$ cat src/rtl/cp0_pkg.sv
// Shared constants for the CP0 register bank with interrupt control:
// reserved register addresses, STATUS bit positions and FSM encoding.
package cp0_pkg;

    localparam int CP_ADDR_COMPARE = 8;
    localparam int CP_ADDR_COUNT   = 9;
    localparam int CP_ADDR_PENDING = 10;
    localparam int CP_ADDR_MASK    = 11;
    localparam int CP_ADDR_STATUS  = 12;
    localparam int CP_ADDR_CAUSE   = 13;
    localparam int CP_ADDR_EPC     = 14;
    localparam int CP_ADDR_EHB     = 15;

    localparam int STATUS_IE_BIT   = 0;

    // Interrupt nesting state: either free to accept or servicing one
    localparam logic [0:0] ST_IDLE   = 1'b0;
    localparam logic [0:0] ST_IN_ISR = 1'b1;

    // Index width helper so single-line configurations still get a 1-bit index
    function automatic int idx_width(input int n);
        return (n > 1) ? $clog2(n) : 1;
    endfunction

endpackage

$ cat src/rtl/cp0_prio_enc.sv
// Lowest-index-wins priority encoder for the interrupt request vector.
module cp0_prio_enc
    import cp0_pkg::*;
#(
    parameter int IRQ_NUM = 8,
    localparam int IDX_W  = idx_width(IRQ_NUM)
) (
    input  logic [IRQ_NUM-1:0] i_req,
    output logic               o_any,
    output logic [IDX_W-1:0]   o_index
);

    assign o_any = |i_req;

    // Scan from the top down so the lowest set bit is the last one written
    always_comb begin
        o_index = '0;
        for (int i = IRQ_NUM - 1; i >= 0; i--) begin
            if (i_req[i]) begin
                o_index = IDX_W'(i);
            end
        end
    end

endmodule

$ cat src/rtl/cp0_irq_regfile.sv
// CP0 register file with integrated interrupt controller: edge capture into
// PENDING, MASK gating, lowest-index priority, IDLE/IN_ISR nesting and ERET.
// Optional build macro CP0_TIMER_EN turns COUNT/COMPARE into a free-running
// timer whose match raises interrupt line IRQ_NUM-1.
module cp0_irq_regfile
    import cp0_pkg::*;
#(
    parameter int DATA_WIDTH = 32,
    parameter int ADDR_WIDTH = 4,
    parameter int IRQ_NUM    = 8,
    localparam int IDX_W     = idx_width(IRQ_NUM)
) (
    input  logic                  clk,
    input  logic                  rst_n,
    input  logic [ADDR_WIDTH-1:0] addr_r,
    output logic [DATA_WIDTH-1:0] data_r,
    input  logic                  en_w,
    input  logic [ADDR_WIDTH-1:0] addr_w,
    input  logic [DATA_WIDTH-1:0] data_w,
    input  logic [IRQ_NUM-1:0]    irq_in,
    output logic                  irq_req,
    output logic [IDX_W-1:0]      irq_index,
    input  logic                  irq_take,
    input  logic [DATA_WIDTH-1:0] epc_in,
    input  logic                  eret,
    output logic [DATA_WIDTH-1:0] data_r_epc,
    output logic [DATA_WIDTH-1:0] data_r_status,
    output logic [DATA_WIDTH-1:0] data_r_cause,
    output logic [DATA_WIDTH-1:0] data_r_mask
);

    localparam int DEPTH = 2 ** ADDR_WIDTH;

    logic [DATA_WIDTH-1:0] r_regs      [DEPTH];
    logic [DATA_WIDTH-1:0] w_regs_next [DEPTH];
    logic [IRQ_NUM-1:0]    r_prev;
    logic [0:0]            r_state;

    logic [IRQ_NUM-1:0]    w_rise;
    logic [IRQ_NUM-1:0]    w_timer_vec;
    logic [IRQ_NUM-1:0]    w_pend_eff;
    logic [IRQ_NUM-1:0]    w_masked;
    logic                  w_any;
    logic                  w_take;
    logic                  w_wr_pending;
    logic [DATA_WIDTH-1:0] w_onehot;

    assign w_rise       = irq_in & ~r_prev;
    assign w_wr_pending = en_w && (addr_w == ADDR_WIDTH'(CP_ADDR_PENDING));

`ifdef CP0_TIMER_EN
    logic r_timer_pending;
    logic w_wr_compare;
    logic w_timer_hit;

    assign w_wr_compare = en_w && (addr_w == ADDR_WIDTH'(CP_ADDR_COMPARE));
    assign w_timer_hit  = (r_regs[CP_ADDR_COUNT] == r_regs[CP_ADDR_COMPARE]) &&
                          (r_regs[CP_ADDR_COMPARE] != '0);
    assign w_timer_vec  = IRQ_NUM'(r_timer_pending) << (IRQ_NUM - 1);

    // Timer match flag: a COMPARE write or taking the timer line acknowledges it
    always_ff @(posedge clk or negedge rst_n) begin
        if (!rst_n) begin
            r_timer_pending <= 1'b0;
        end else if (w_wr_compare) begin
            r_timer_pending <= 1'b0;
        end else if (w_take && (irq_index == IDX_W'(IRQ_NUM - 1))) begin
            r_timer_pending <= 1'b0;
        end else if (w_timer_hit) begin
            r_timer_pending <= 1'b1;
        end
    end
`else
    assign w_timer_vec = '0;
`endif

    assign w_pend_eff = r_regs[CP_ADDR_PENDING][IRQ_NUM-1:0] | w_timer_vec;
    assign w_masked   = w_pend_eff & r_regs[CP_ADDR_MASK][IRQ_NUM-1:0];

    cp0_prio_enc #(
        .IRQ_NUM (IRQ_NUM)
    ) u_prio (
        .i_req   (w_masked),
        .o_any   (w_any),
        .o_index (irq_index)
    );

    assign irq_req  = (r_state == ST_IDLE) && r_regs[CP_ADDR_STATUS][STATUS_IE_BIT] && w_any;
    assign w_take   = irq_take && irq_req;
    assign w_onehot = DATA_WIDTH'(1) << irq_index;

    // Next register image: software write first, hardware updates layered on top
    // so they win; edge capture is applied last so a new edge beats W1C/take.
    always_comb begin
        w_regs_next = r_regs;
        if (en_w) begin
            if (w_wr_pending) begin
                w_regs_next[CP_ADDR_PENDING] = r_regs[CP_ADDR_PENDING] & ~data_w;
            end else begin
                w_regs_next[addr_w] = data_w;
            end
        end
`ifdef CP0_TIMER_EN
        w_regs_next[CP_ADDR_COUNT] = r_regs[CP_ADDR_COUNT] + DATA_WIDTH'(1);
`endif
        if (eret) begin
            w_regs_next[CP_ADDR_STATUS][STATUS_IE_BIT] = 1'b1;
        end
        if (w_take) begin
            w_regs_next[CP_ADDR_EPC]                   = epc_in;
            w_regs_next[CP_ADDR_CAUSE]                 = w_onehot;
            w_regs_next[CP_ADDR_PENDING]               = w_regs_next[CP_ADDR_PENDING] & ~w_onehot;
            w_regs_next[CP_ADDR_STATUS][STATUS_IE_BIT] = 1'b0;
        end
        w_regs_next[CP_ADDR_PENDING] = w_regs_next[CP_ADDR_PENDING] | DATA_WIDTH'(w_rise);
    end

    // Register bank, edge history and nesting state
    always_ff @(posedge clk or negedge rst_n) begin
        if (!rst_n) begin
            for (int i = 0; i < DEPTH; i++) begin
                r_regs[i] <= '0;
            end
            r_prev  <= '0;
            r_state <= ST_IDLE;
        end else begin
            r_regs <= w_regs_next;
            r_prev <= irq_in;
            if (w_take) begin
                r_state <= ST_IN_ISR;
            end else if (eret) begin
                r_state <= ST_IDLE;
            end
        end
    end

    assign data_r        = r_regs[addr_r];
    assign data_r_epc    = r_regs[CP_ADDR_EPC];
    assign data_r_status = r_regs[CP_ADDR_STATUS];
    assign data_r_cause  = r_regs[CP_ADDR_CAUSE];
    assign data_r_mask   = r_regs[CP_ADDR_MASK];

endmodule

$ cat config.mk
export PLATFORM = sky130hd
export DESIGN_NAME = cp0_irq_regfile
export DESIGN_NICKNAME = d
export VERILOG_FILES = /design/src/rtl/cp0_pkg.sv /design/src/rtl/cp0_prio_enc.sv /design/src/rtl/cp0_irq_regfile.sv
export SDC_FILE = /design/constraint.sdc
export NUM_CORES = 1
export LEC_CHECK = 0
export CELL_PAD_IN_SITES_DETAIL_PLACEMENT = 0
export CELL_PAD_IN_SITES_GLOBAL_PLACEMENT = 1
export CORE_UTILIZATION = 48
export CTS_CLUSTER_DIAMETER = 40
export CTS_CLUSTER_SIZE = 24
export DETAILED_ROUTE_END_ITERATION = 6
export PLACE_DENSITY = 0.9
export SLEW_MARGIN = 20
export SYNTH_ARGS = -nofsm -noshare
export SYNTH_HDL_FRONTEND = slang
export SYNTH_HIERARCHICAL = 1
export SYNTH_SLANG_ARGS = --single-unit
$ cat constraint.sdc
create_clock -name clk -period 2.5 [get_ports clk]
set_clock_uncertainty 0.1 [all_clocks]
set_input_delay 0.25 -clock clk [delete_from_list [all_inputs] [get_ports clk]]
set_output_delay 0.25 -clock clk [all_outputs]
set_load 0.01 [all_outputs]
==> results.ini <==
[logic_synthesis]
synth_area_leader_cell = dfrtp_1
synthTopCellsByArea = dfrtp_1 52%, mux2_2 15%, mux4_2 11%
synth_most_common_cell = dfrtp_1
synth.avg_cell_area_sq_um = 13.9
synthFlopType = dfrtp_1
yosysTopAreaCellShare_pct = 51.9
yosys_register_bits = 521
synthCells = 1801
synth_commonest_cells = 521 x dfrtp_1, 343 x mux2_2, 142 x buf_4
netlist_area_sq_mm = 0.0251
synth_edf_count = 0
synth.distinct_cells = 41
yosys_warnings = 6
async_flop_share_pct = 100
yosysSeqAreaShare_pct = 51.9
synth_fp_nets = 1886

[place]
io_buffers = 248
gp_congestion = 0.876
placed_area_sq_mm = 0.0282
post-dp-hpwl_um = 47500
dp_worst_setup_slack_ps = -105

[floorplanning]
core_area_sq_mm = 0.0515
num_rows = 83
die-height_um = 231
die-area_sq_mm = 0.0532
start_util_pct = 48.7
io_pins = 249
fp.dieW_um = 231

[clock_tree]
insertion_delay_ps = 610
cts_num_sinks = 521
clk_pin_slew_ps = 60
cts-root-buf = clkbuf_16
h-tree-depth = 2
cts_tree = yes
clockBufferDepth = 3
cts_made_buffers = 60

[worst_setup_path]
critical_path.endpoint = data_r[8]
r2r-end = r_regs[161]$_DFF_PN0_
critPathLaunchType = register
r2r-start = r_regs[160]$_DFF_PN0_
cp_cell_sequence = mux4_2 -> a22oi_2 -> nand2_1 -> dlygate4sd2_1
end_kind = output port
max_stage_delay_ps = 510
critPathKind = register to output port
crit_path_top_delay_cell = mux4_2
ff2ff_setup_slack_ps = 110
crit_fanout = 3
rr_worst_depth = 10
cp_data_arrival_time_ps = 2120
cp_data_required_time_ps = 2150
startpoint = data_r_cause[8]$_DFFE_PN0P_

[sta]
fin_crit_sh_pct = 99.0
slew_violations = 0
setup_ws_ps = 25.2
tightest_slew_ps = 813
finalHoldViolations = 0
fmaxAchievable_mhz = 404
timing.final.crit_period_ps = 2470
finalSetupViolations = 0
fin_setup_tns_ps = 0
whs_ps = 21.5
slew_headroom_pct = 45.6

[finish]
finalNetCount = 2060
multi_input_area_sq_mm = 0.0107
regArea_sq_mm = 0.0130
syn_to_final_growth_pct = 22.7
final_area_sq_mm = 0.0308
layout-drive-gt1-share_pct = 44.6
num-fill-cells = 3896

[drt]
routed_wl_um = 71600
first_iter_violations = 1325
postRouteAntennaNets = 0
routed_via_density = 6.17
vias = 16700
firstDrtPassIters = 4
routedWlPerCell_um = 26.4
drc = 0

[global_route]
track_usage_pct = 27.4
grt_max_degree = 71
antenna_found_initial = 7
grt_overflow = 0
grt_pass1_vias = 17500
grt_pass1_wl_um = 110000

[job]
maxCapViolations = 0

[min_path]
holdCritPathClass = input port to register

[power]
vdd_drop_max_uv = 615
p_leak_nw = 13.2
powerDensity_mw_per_mm2 = 940

[run_status]
status = complete, no violations

-- sequential cells by signal, summed over array words and instances (netlist names) --
signal / count
data_r_epc: 32
data_r_cause: 32
data_r_status: 32
data_r_mask: 32
r_regs: 384
r_prev: 8
r_state: 1
-- final cells by class --
class | instances | share of cell area, %
Timing Repair Buffer | 403 | 13.2
Inverter | 10 | 0.122
Multi-Input combinational cell | 979 | 34.6
Clock inverter | 52 | 1.85
Clock buffer | 62 | 5.04
Antenna cell | 4 | 0.0325
Sequential cell | 521 | 42.4
Tap cell | 680 | 2.76
-- cells by family after synthesis --
group	synth area share [%]
AOI/OAI and AO/OA	6.12
buffers and inverters	7.02
DFF	51.9
muxes	31.0
and+or+nand+nor	3.93
-- placed cells by master (no fill, tap or decap), types with 30 or more instances in the layout --
master	netlist	layout
dfrtp_1	521	513
mux2_2	343	343
clkdlybuf4s50_1	0	209
mux4_2	128	128
buf_4	142	116
nand3_1	74	72
o21ai_0	66	66
clkbuf_16	0	62
mux2_4	60	60
a31oi_1	42	42
a22oi_2	0	41
nor2_1	45	39
buf_12	0	39
nand2_1	37	30
-- layer usage --
metal	global-route usage, %	part of all wire (%)	up-vias
met5	0	0.052	-
met4	10.6	3.5	6
met3	5.20	6.5	148
met2	43.5	49	722
met1	37.3	41	8954
li1	-	-	6892
-- what timing repair did --
item	4_1_cts	5_1_grt
gates cloned	0	0
hold endpoints to repair	104	0
gates resized for setup	108	40
hold buffers	1	0
setup endpoints to repair	36	29
pin swaps	18	15
setup buffers	25	9
-- stage by stage --
step                      power [W]  cells  util, %
final                        0.0290   2711     59.8
after global routing         0.0301   2711     59.8
after CTS                    0.0289   2699     59.5
after detailed placement     0.0194   2562     54.8
after global placement       0.0191   2562     54.8
after floorplan              0.0165   1801        -
-- how the worst min path moves through the flow --
stage / start / end / slack [ps] / cells after the start
6_report: irq_in[4] / r_prev[4]$_DFF_PN0_ / 20 / 1
5_1_grt: irq_in[4] / r_prev[4]$_DFF_PN0_ / 20 / 1
4_1_cts: irq_in[4] / r_prev[4]$_DFF_PN0_ / 9 / 1
3_5_place_dp: rst_n / r_prev[4]$_DFF_PN0_ / 190 / 1
3_3_place_gp: rst_n / r_prev[4]$_DFF_PN0_ / 190 / 1
2_1_floorplan: rst_n / data_r_cause[0]$_DFFE_PN0P_ / -150 / 0
-- worst max-delay path: cells and delay by family, from the launching register on --
kind | cells | cell delay [ps]
AO/OA/AOI/OAI | 1 | 160
flip-flops | 1 | 430
buffers and inverters | 1 | 300
multiplexers | 1 | 510
AND/OR/NAND/NOR | 1 | 100
-- where the power goes --
| group | leakage [nW] | total (W) | switching (W) | internal [W] |
|---|---|---|---|---|
| Sequential | 6.39 | 0.0119 | 0.00142 | 0.0105 |
| Clock | 1.02 | 0.00921 | 0.00398 | 0.00523 |
| Combinational | 5.76 | 0.00787 | 0.00337 | 0.00451 |
(Power assumes the default switching activity.)
